**src/rtl/seg_scan_pkg.sv**
```systemverilog
// Shared types and helpers for the 7-segment scan driver.
package seg_scan_pkg;

    localparam int unsigned NIBBLE_W   = 4;
    localparam int unsigned MAX_DIGITS = 16;

    typedef enum logic [1:0] {BLANK, SHOW, GUARD} scan_state_t;

    // word is zero-extended by the caller to MAX_DIGITS digits
    function automatic logic [NIBBLE_W-1:0] digit_of(
        input logic [NIBBLE_W*MAX_DIGITS-1:0] word,
        input int unsigned                    idx
    );
        logic [NIBBLE_W-1:0] d;
        d = '0;
        for (int unsigned i = 0; i < MAX_DIGITS; i++) begin
            if (i == idx) d = word[i*NIBBLE_W +: NIBBLE_W];
        end
        return d;
    endfunction

endpackage

```
**src/rtl/seg_scan_timer.sv**
```systemverilog
// Loadable down-counter timing one scan slot; expire is high on the slot's last cycle.
module seg_scan_timer #(
    parameter int unsigned WIDTH = 4
) (
    input  logic             clk,
    input  logic             rst,
    input  logic             load,
    input  logic [WIDTH-1:0] load_val,
    output logic             expire
);

    logic [WIDTH-1:0] count;

    always_ff @(posedge clk) begin
        if (rst) begin
            count <= '0;
        end else if (load) begin
            count <= load_val;
        end else if (count != '0) begin
            count <= count - 1'b1;
        end
    end

    assign expire = (count == '0);

endmodule

```
**src/rtl/seg_scan_driver.sv**
```systemverilog
// Double-buffered time-multiplexed scan driver for an N-digit 7-segment display.
// Optional macro SEG_SCAN_LEADING_ZERO_BLANK_EN suppresses leading zero digits.
module seg_scan_driver
    import seg_scan_pkg::*;
#(
    parameter int unsigned NUM_DIGITS   = 4,
    parameter int unsigned REFRESH_DIV  = 1000,
    parameter int unsigned GUARD_CYCLES = 2
) (
    input  logic                       clk,
    input  logic                       rst,
    input  logic                       in_valid,
    output logic                       in_ready,
    input  logic [4*NUM_DIGITS-1:0]    in_data,
    output logic [3:0]                 out_nibble,
    output logic [NUM_DIGITS-1:0]      out_digit_sel,
    output logic                       out_blank,
    output logic                       frame_done
);

    localparam int unsigned IDX_W     = $clog2(NUM_DIGITS);
    localparam int unsigned WORD_W    = NIBBLE_W * NUM_DIGITS;
    localparam int unsigned SLOT_MAX  = (REFRESH_DIV > GUARD_CYCLES) ? REFRESH_DIV : GUARD_CYCLES;
    localparam int unsigned TMR_W     = $clog2(SLOT_MAX + 1);
    localparam int unsigned GUARD_LEN = (GUARD_CYCLES > 0) ? GUARD_CYCLES : 1;

    localparam logic [TMR_W-1:0] SHOW_LOAD  = TMR_W'(REFRESH_DIV - 1);
    localparam logic [TMR_W-1:0] GUARD_LOAD = TMR_W'(GUARD_LEN - 1);
    localparam logic [IDX_W-1:0] LAST_IDX   = IDX_W'(NUM_DIGITS - 1);

    scan_state_t               state, state_n;
    logic [IDX_W-1:0]          idx, idx_n;
    logic [WORD_W-1:0]         active, active_n, shadow;
    logic                      pending, pending_n;
    logic                      accept, advance, wrap;
    logic                      tmr_load, expire;
    logic [TMR_W-1:0]          tmr_val;
    logic                      suppress;
    logic [NIBBLE_W*MAX_DIGITS-1:0] active_ext;
    logic [3:0]                nib_n;
    logic [NUM_DIGITS-1:0]     sel_n;
    logic                      blank_n;

    assign in_ready   = ~pending;
    assign accept     = in_valid & ~pending;
    assign active_ext = (NIBBLE_W*MAX_DIGITS)'(active_n);

    seg_scan_timer #(.WIDTH(TMR_W)) u_timer (
        .clk      (clk),
        .rst      (rst),
        .load     (tmr_load),
        .load_val (tmr_val),
        .expire   (expire)
    );

    always_ff @(posedge clk) begin
        if (rst) begin
            state   <= BLANK;
            idx     <= '0;
            active  <= '0;
            shadow  <= '0;
            pending <= 1'b0;
        end else begin
            state   <= state_n;
            idx     <= idx_n;
            active  <= active_n;
            pending <= pending_n;
            if (accept) shadow <= in_data;
        end
    end

    always_comb begin
        state_n  = state;
        idx_n    = idx;
        tmr_load = 1'b0;
        tmr_val  = SHOW_LOAD;
        advance  = 1'b0;
        case (state)
            BLANK: if (accept) begin
                state_n  = SHOW;
                idx_n    = '0;
                tmr_load = 1'b1;
            end
            SHOW: if (expire) begin
                tmr_load = 1'b1;
                if (GUARD_CYCLES > 0) begin
                    state_n = GUARD;
                    tmr_val = GUARD_LOAD;
                end else begin
                    advance = 1'b1;
                end
            end
            GUARD: if (expire) begin
                state_n  = SHOW;
                tmr_load = 1'b1;
                advance  = 1'b1;
            end
            default: state_n = BLANK;
        endcase
        if (advance) idx_n = (idx == LAST_IDX) ? '0 : idx + 1'b1;
    end

    assign wrap = advance && (idx == LAST_IDX);

    // An accept on the wrap cycle only fills shadow; it is shown from the following wrap.
    always_comb begin
        active_n  = active;
        pending_n = pending;
        if (state == BLANK) begin
            if (accept) active_n = in_data;
        end else begin
            if (wrap && pending) begin
                active_n  = shadow;
                pending_n = 1'b0;
            end
            if (accept) pending_n = 1'b1;
        end
    end

`ifdef SEG_SCAN_LEADING_ZERO_BLANK_EN
    logic [NUM_DIGITS-1:0] lead_zero;
    always_comb begin
        logic zero_run;
        zero_run  = 1'b1;
        lead_zero = '0;
        for (int unsigned j = 0; j < NUM_DIGITS; j++) begin
            zero_run = zero_run && (digit_of(active_ext, NUM_DIGITS - 1 - j) == '0);
            lead_zero[NUM_DIGITS - 1 - j] = zero_run;
        end
    end
    assign suppress = (idx_n != '0) && lead_zero[idx_n];
`else
    assign suppress = 1'b0;
`endif

    // Outputs are computed from next-cycle state so they line up with the state register.
    always_comb begin
        nib_n   = out_nibble;
        sel_n   = '0;
        blank_n = 1'b1;
        if (state_n == SHOW) begin
            nib_n = digit_of(active_ext, 32'(idx_n));
            if (!suppress) begin
                sel_n   = NUM_DIGITS'(1) << idx_n;
                blank_n = 1'b0;
            end
        end
    end

    always_ff @(posedge clk) begin
        if (rst) begin
            out_nibble    <= '0;
            out_digit_sel <= '0;
            out_blank     <= 1'b1;
            frame_done    <= 1'b0;
        end else begin
            out_nibble    <= nib_n;
            out_digit_sel <= sel_n;
            out_blank     <= blank_n;
            frame_done    <= wrap;
        end
    end

endmodule
```
**config.mk**
```make
export PLATFORM = sky130hd
export DESIGN_NAME = seg_scan_driver
export DESIGN_NICKNAME = d
export VERILOG_FILES = /design/src/rtl/seg_scan_pkg.sv /design/src/rtl/seg_scan_timer.sv /design/src/rtl/seg_scan_driver.sv
export SDC_FILE = /design/constraint.sdc
export NUM_CORES = 1
export LEC_CHECK = 0
export CELL_PAD_IN_SITES_DETAIL_PLACEMENT = 2
export CELL_PAD_IN_SITES_GLOBAL_PLACEMENT = 2
export CORE_ASPECT_RATIO = 0.7
export CORE_MARGIN = 2
export CORE_UTILIZATION = 38
export CTS_CLUSTER_DIAMETER = 200
export CTS_CLUSTER_SIZE = 30
export DETAILED_ROUTE_END_ITERATION = 10
export GPL_TIMING_DRIVEN = 0
export PLACE_DENSITY = 0.85
export SLEW_MARGIN = 20
export SYNTH_ARGS = -nofsm -noshare
export SYNTH_HDL_FRONTEND = slang
export SYNTH_HIERARCHICAL = 1
export SYNTH_SLANG_ARGS = --single-unit
```
**constraint.sdc**
```tcl
create_clock -name clk -period 8.81 [get_ports clk]
set_input_delay 1.3215 -clock clk [delete_from_list [all_inputs] [get_ports clk]]
set_output_delay 1.3215 -clock clk [all_outputs]
set_load 0.02 [all_outputs]
```
Word-level counts from Yosys, hierarchy flattened. Cells that the tools add are included.

Word-level logic and storage cells: 61. Register bits: 57. Output and inout port bits: 11.

Add/sub/neg operators: 2. Bitwise logic cells: 4. Reductions and logical operators: 11. Shift operators: 1. Multiplexer cells: 26. Equal/unequal tests: 7.

Operator list (count): 16-bit 2-to-1 mux (3); 10-bit 2-to-1 mux (4); 4-bit 2-to-1 mux (4); 2-bit 2-to-1 mux (7); 10-bit zero test (1); 10-bit nonzero test (1); 10-bit by 1-bit subtractor with 10-bit output (second input constant) (1); 1-bit 2-to-1 mux (6); 2-bit one-hot mux with 3 select lines (1); 2-bit by 1-bit equality test with 1-bit output (second input constant) (2); 2-bit equality test (first input constant) (2); 2-bit equality test (second input constant) (2); 2-bit zero test (2); 2-bit nonzero test (2); 2-bit OR reduction (2); 1-bit by 2-bit left shift with 4-bit output (first input constant) (1); 1-bit NOT (3); 2-bit by 1-bit adder with 2-bit output (second input constant) (1); 1-bit by 2-bit equality test with 1-bit output (first input constant) (1); 1-bit logical AND (2); 1-bit one-hot mux with 2 select lines (1); 2-bit AND reduction (1); 1-bit bitwise AND (1).

Longest topological paths before layout. Gate-level depths: netlist of run 1.

Depth after elaboration: 11. Gate-level depth with buffers: 12. Mapped depth without buffers: 9.

By module. The synthesis of run 1 kept the hierarchy.

Modules (own cells, without submodules): seg_scan_driver (times used 1, cells each 242, area an instance 2303.5 µm²); seg_scan_timer (times used 1, cells each 73, area an instance 613.1 µm²).

Least setup slack after synthesis of run 1. No wires, ideal clock.

Path kind: reg-to-reg. Start: register u_timer.count[0]. End: register out_nibble[2]. Arrival time: 2.764 ns. Library setup time: 0.117 ns. Period minus slack after synthesis: 2.881 ns. Cell stages (with the launch flop): 12. Data required time: 8.693 ns. Slack: 5.929 ns. Cell sequence: dfxtp_1 -> inv_1 -> ha_1 -> or4b_4 -> nor3_4 -> buf_4 -> nand4_2 -> buf_6 -> o32a_1 -> o21a_1 -> mux4_2 -> a22o_1.

Cells in the longest elaborated chain, start to end: 11. Elaborated cells on any way between the ends: 20.

RTL lines: start: declaration (line seg_scan_timer.sv:12) `logic [WIDTH-1:0] count;`; start signal: assignment (line seg_scan_timer.sv:18) `count <= load_val;`; start signal: assignment (line seg_scan_timer.sv:20) `count <= count - 1'b1;`; 10-bit zero test (*) (line seg_scan_timer.sv:24) `assign expire = (count == '0);`; named net expire (line seg_scan_driver.sv:36) `logic tmr_load, expire;`; 1-bit 2-to-1 mux (line seg_scan_driver.sv:93) `GUARD: if (expire) begin`; 1-bit 2-to-1 mux; 1-bit logical AND (line seg_scan_driver.sv:103) `assign wrap = advance && (idx == LAST_IDX);`; 1-bit logical AND (line seg_scan_driver.sv:112) `if (wrap && pending) begin`; 16-bit 2-to-1 mux (line seg_scan_driver.sv:112); 16-bit 2-to-1 mux (line seg_scan_driver.sv:109) `if (state == BLANK) begin`; 4-bit 2-to-1 mux (4 in a row) (line seg_scan_pkg.sv:17) `if (i == idx) d = word[i*NIBBLE_W +: NIBBLE_W];`; end signal: assignment (line seg_scan_driver.sv:157) `out_nibble <= nib_n;`; end: declaration (line seg_scan_driver.sv:15) `output logic [3:0] out_nibble,`.

Mark *: on every way through the listed nets, which the timed path passes. The rest lies on a longest branch. A chain may end at the register's enable or synchronous reset.

Worst setup path in the final report of run 1.
Start: register u_timer.count[0]. End: register u_timer.count[8].

Cells in the longest elaborated chain, start to end: 4. Elaborated cells on any way between the ends: 10.

RTL lines: 10-bit zero test (*) (line seg_scan_timer.sv:24); named net expire (line seg_scan_driver.sv:36); 1-bit 2-to-1 mux (*) (line seg_scan_driver.sv:84, seg_scan_driver.sv:93); 1-bit one-hot mux with 2 select lines (*) (line seg_scan_driver.sv:78) `case (state)`; named net tmr_load (line seg_scan_driver.sv:36); 10-bit 2-to-1 mux / 2-bit nonzero test (equally long branches).

Mark *: on every way through the listed nets, which the timed path passes. The rest lies on a longest branch. The select of a mux whose other input is x is not followed.

==> results of run 1 <==
[through the flow]
step           utilization (%)  cell area (um^2)
6_report                  48.5              3560
5_1_grt                   48.5              3560
4_1_cts                   48.5              3560
3_5_place_dp              45.3              3330
3_3_place_gp              45.3              3330
2_1_floorplan                -              2920
[cell type report]
cell class | instances | area, um^2 | area share (%)
plain buffers | 19 | 109 | 3.06
clock buffers | 11 | 151 | 4.25
clock inverters | 5 | 77.6 | 2.18
inverters | 13 | 48.8 | 1.37
multi-input cells | 227 | 1620 | 45.5
flip-flops and latches | 57 | 1140 | 32.0
well taps | 98 | 123 | 3.44
repair buffers | 29 | 290 | 8.15
[worst max-delay path by stage]
stage | endpoint | slack [ns]
after detailed placement | u_timer/count[8] | 5.06
final | u_timer/count[8] | 5.30
after floorplan | out_nibble[2] | 5.93
after global placement | u_timer/count[9] | 5.17
after CTS | u_timer/count[8] | 5.30
after global routing | u_timer/count[8] | 4.98
[power groups by stage]
stage | registers [mW] | logic (mW) | clock network, mW
finish | 0.319 | 0.222 | 0.289
global route | 0.323 | 0.241 | 0.304
CTS | 0.319 | 0.220 | 0.291
detailed placement | 0.322 | 0.210 | 0
global placement | 0.320 | 0.199 | 0
floorplan | 0.319 | 0.143 | 0
[cell families (layout without fill, tap and decap cells)]
kind of cell    after synthesis  in the layout
mux                          41             41
other cells                   2              3
fa+ha+maj                     6              6
simple gates                109            109
buf+inv                      32             77
compound gates               65             65
flops                        57             57
xor+xnor                      3              3
[placed cells by master (no fill, tap or decap), drive strengths merged, types with 2 or more instances in the layout]
cell,netlist,routed
dfxtp,57,57
o211ai,3,3
nor3,9,9
a31o,2,2
o21ai,5,5
o22ai,2,2
clkinv,0,2
ha,6,6
a2111oi,2,2
a211oi,10,10
a21oi,24,24
a22o,2,2
inv,13,13
mux4,2,2
nor4,2,2
nand2,45,45
nor4b,2,2
mux2,3,3
bufinv,0,2
xnor2,3,3
o21a,3,3
nand2b,2,2
and3b,4,4
clkdlybuf4s50,0,29
clkbuf,11,22
a31oi,2,2
nor2,15,15
nor2b,15,15
or4,3,3
buf,8,8
conb,2,3
or3,2,2
mux2i,36,36
[critical path, delay by kind of cell (launching register included)]
family / cells / cell delay, ns
flip-flops: 1 / 0.34
adder cells (fa/ha/maj): 1 / 0.23
AND/OR/NAND/NOR: 4 / 1.21
AO/OA/AOI/OAI: 2 / 0.34
buffers and inverters: 4 / 1.29
[registers in the layout, summed over array words and instances (netlist names), 2 cells and up]
register       count
active            16
shadow            16
u_timer/count     10
out_digit_sel      4
out_nibble         4
idx                2
state              2
[layer usage]
metal	GRT usage [%]	vias up
met1	35.2	1348
met4	8.72	0
li1	-	1202
met5	0	-
met3	6.46	23
met2	42.2	71
==> impl_metrics.ini, run 1 <==
[synthesis]
synth-main-ff-cell = dfxtp_1
synth-xor-area-share_pct = 0.901
yosys.area_share.simple_pct = 20.1
synth_cells = 315
syn_area_per_cell_um2 = 9.26
synth_edf_count = 0
synthMuxAreaShare_pct = 15.1
synth_top_family_by_area = simple AND/OR/NAND/NOR gates
ys_top_cells_by_area = dfxtp_1, mux2i_1, nand2_1, a21oi_1, nor2b_1
synth_compound_area_share_pct = 16.6
yosysTopAreaCellShare_pct = 39.1
synth_area_um2 = 2920
yosysTopAreaCell = dfxtp_1
synthAdderAreaFrac_pct = 2.57
ys_types = 59
yosys.cell_count.top_type = dfxtp_1
ys_warn_count = 6
ys_seq_area_share_pct = 39.1
synth_common_cells = dfxtp_1, nand2_1, mux2i_1
synthArstFlopShare_pct = 0
synth-seq-cells = 57

[place]
place_congestion = 0.798
portBuffers = 29
dp_hpwl_um = 6750
pre_cts_ws_ns = 5.06
placedCellCount = 443

[worst_setup_path]
path_cells = inv_1, ha_1, or4b_4, nor3_4, buf_4, nand2_1, a21oi_1, clkbuf_1, clkbuf_1, a211oi_1, nor3_1
critical_path_class = flip-flop to flip-flop
r2r-start = u_timer/count[0]
endpoint_kind = flip-flop
ff2ff_setup_slack_ns = 5.30
cpPeakStageDelay_ns = 0.56
path_max_fanout = 10
critPathLaunchType = flip-flop
crit_required_ns = 9.07
cp_slowest_cell = or4b_4
timing.critical_path.mode_cell = clkbuf_1
startpoint = u_timer/count[0]
worstPathArrival_ns = 3.77
reg2reg_depth = 11
r2r-end = u_timer/count[8]

[cells_and_area]
antenna_cells = 0
area_delta_synth_final_pct = 22.1
fin_nets = 381
fillers = 815
drive_gt1_share_pct = 11.6
stdcell_count = 459

[grt]
overflow = 0
grt_usage_pct = 26.6
antenna_found_initial = 0
grt_pass1_wl_um = 16700
grt_max_degree = 11
grt_pass1_vias = 2906

[pwr]
p_int_uw = 555
combPwrFrac_pct = 26.8
clkPwrFrac_pct = 34.8
p_leak_nw = 1.48
switching_share_pct = 33.1
share_seq_of_total_power_pct = 38.4
power.total_uw = 830
irDropWorstVdd_mv = 0.0946
power_density_nw_per_um2 = 233
p_sw_uw = 275

[sta]
fmax_mhz = 285
fin_crit_ns = 3.51
holdWs_ns = 0.455
fin_skew_ns = 0.00816
fin_setup_tns_ns = 0
hold_viol_final = 0
slew_viol_final = 0
setup_viol = 0
maxSlewHeadroom_pct = 50.4
fin_ws_ns = 5.30
fin_crit_sh_pct = 39.9
rsz0062_at_grt = no
tightest_slew_ns = 0.737

[clock_tree]
cts_setup_buffers = 0
cts_tree = done
cts_hold_buffers = 0
htree_levels = 3
cts_num_sinks = 57
numCtsBuffers = 9
clock_latency_ns = 0.35
root_buffer = clkbuf_8
clock_path_buffers = 2
clkSlewWorstSetupHoldPaths_ns = 0.07
cts.repair.resized = 0

[min_path]
hold_path_end = shadow[12]
hp-class = flip-flop to flip-flop
min_from = shadow[12]
hold_depth = 2

[detailed_routing]
met2WireLength_um = 4940
wl_met3_um = 472
drt_iter0_drc = 125
remaining_drc_errors = 0
dr.max_layer_used = met4
wl_per_cell_um = 22.7
route.vias.total = 2644
wirelength_met1_um = 4790
ant_nets = 0
first_pass_iters = 4
drt-total-wl_um = 10400
vias_per_cell = 5.76

[floorplanning]
rows = 26
core_um2 = 7350
top_level_ports = 30
fp.dieH_um = 77.3
dieArea_um2 = 8400
die_w_um = 109
start_util_pct = 39.7

[run_status]
status = complete, no violations

[run]
max_cap_violations = 0
Power figures use the tool's default switching activity.
==> inputs of run 2 (changes only) <==
Settings changed: CORE_UTILIZATION 38 to 32, PLACE_DENSITY 0.85 to 0.77.
Clock period 8.81 ns to 3 ns, I/O delays scaled along.
==> run 2 against run 1 <==
Die area increased by 18%. Worst setup slack worse by 5.3 ns. Core utilization fell by 5.3 points. Global-route usage decreased by 6.1 points. Largest cell class unchanged. Maximum frequency up 19%. Flip-flop and latch count is the same. Highest routed layer unchanged. Critical endpoint is now out_nibble[2]. Critical path depth is the same.
==> impl_metrics.ini, run 2 (synthesis gave the netlist of run 1 again) <==
[cells_and_area]
reg_top3 = active x16, shadow x16, u_timer/count x10
ff_latch_area_um2 = 1150
drive_gt1_share_pct = 18.0
fillers = 968
utilization_pct = 43.1
multi_input_area_um2 = 1660
area_delta_synth_final_pct = 32.5
fin_nets = 399
stdcell_count = 502
antenna_cells = 0
final_common_cell = dfxtp_1
final_cell_mix = dfxtp_1, nand2_1, mux2i_1

[clock_tree]
numCtsBuffers = 9
cts_num_sinks = 57
cts_tree = done
clock_latency_ns = 0.34
cts_hold_buffers = 0
root_buffer = clkbuf_16
clock_path_buffers = 2
htree_levels = 3
clkSlewWorstSetupHoldPaths_ns = 0.05

[grt]
antenna_found_initial = 0
grt_usage_pct = 20.4
grt_max_degree = 11
grt_pass1_wl_um = 15400
overflow = 0
grt_pass1_vias = 2818

[sta]
setup_viol = 0
fin_skew_ns = 0.00515
maxSlewHeadroom_pct = 51.4
fmax_mhz = 338
hold_viol_final = 0
fin_crit_sh_pct = 98.7
tightest_slew_ns = 0.723
slew_viol_final = 0
fin_crit_ns = 2.96
holdWs_ns = 0.460
fin_setup_tns_ns = 0

[floorplanning]
start_util_pct = 32.5
top_level_ports = 30
core_um2 = 8960
dieArea_um2 = 9910
fp.dieH_um = 83.9
die_w_um = 118
rows = 29

[detailed_routing]
drt_iter0_drc = 85
vias_per_cell = 5.23
wl_per_cell_um = 20.7
remaining_drc_errors = 0
wirelength_met1_um = 5030
wl_met3_um = 286
dr.max_layer_used = met4
drt-total-wl_um = 10400
met2WireLength_um = 4910
ant_nets = 0
first_pass_iters = 6
route.vias.total = 2627

[pwr]
irDropWorstVdd_mv = 0.264
power.total_mw = 2.63
power_density_nw_per_um2 = 679
p_leak_nw = 1.62

[worst_setup_path]
endpoint_kind = flip-flop
critical_path_class = flip-flop to flip-flop
path_max_fanout = 5
crit_required_ns = 3.23
ff2ff_setup_slack_ns = 0.04
worstPathArrival_ns = 3.19
critPathLaunchType = flip-flop
reg2reg_depth = 11

[place]
dp_hpwl_um = 6540
portBuffers = 29
place_congestion = 0.775
placedCellCount = 469

[run]
max_cap_violations = 0

[min_path]
hold_depth = 2
hp-class = flip-flop to flip-flop

[run_status]
status = complete, no violations
run 2: cell types whose count changed in the layout (fill, tap and decap cells not counted), moves of 2 or more:
| cell | previous run | this run |
|---|---|---|
| dfxtp_1 | 57 | 55 |
| clkbuf_16 | 0 | 9 |
| buf_12 | 0 | 3 |
| inv_1 | 10 | 8 |
| clkbuf_8 | 11 | 3 |
| bufinv_16 | 2 | 0 |
| clkbuf_1 | 11 | 8 |
| clkbuf_2 | 0 | 2 |
| buf_4 | 2 | 17 |
run 2: final timing paths:
check,from,to
worst max-delay path,u_timer/count[0],out_nibble[2]
worst max register to register,u_timer/count[0],out_nibble[2]
worst min-delay path,shadow[5],shadow[5]
worst min register to register,shadow[5],shadow[5]
run 2: report_power, final:
group / internal, mW / leakage (nW) / total [mW] / switching [mW]
sequential: 0.850 / 0.470 / 0.948 / 0.0981
clock: 0.616 / 0.144 / 0.980 / 0.363
combinational: 0.320 / 1.00 / 0.698 / 0.377
total: 1.79 / 1.62 / 2.63 / 0.839
run 2: metal layers:
metal	vias up	GRT usage [%]
li1	1233	-
met1	1333	26.4
met2	44	33.8
met3	17	4.92
met4	0	6.24
met5	-	0
run 2: final cells by class:
cell class	count	area share, %
flip-flops and latches	57	29.7
clock inverters	3	0.388
well taps	124	4.01
inverters	13	1.33
plain buffers	18	3.11
clock buffers	12	6.90
multi-input cells	227	42.8
repair buffers	48	11.8
run 2: metrics by stage:
stage,instance area (um^2),worst slack (ns)
final,3860,0.0390
after global routing,3860,-0.0816
after CTS,3720,0.0404
after detailed placement,3370,-0.270
after global placement,3370,-0.212
after floorplan,2920,0.119
run 2: timing repair:
item | 4_1_cts | 5_1_grt
endpoints found under the setup margin | 16 | 15
gates cloned | 1 | 0
pin swaps | 1 | 3
setup buffers | 6 | 12
resized for setup | 3 | 15
run 2: worst max-delay path, cell delays in order (launching register included):
cell and delay (ns):
dfxtp_4 0.35, inv_4 0.07, ha_4 0.13, or4b_4 0.49
nor3_4 0.28, buf_6 0.17, nand4_4 0.10, buf_8 0.17
o32a_1 0.31, o21a_1 0.13, mux4_2 0.46, a22o_1 0.18
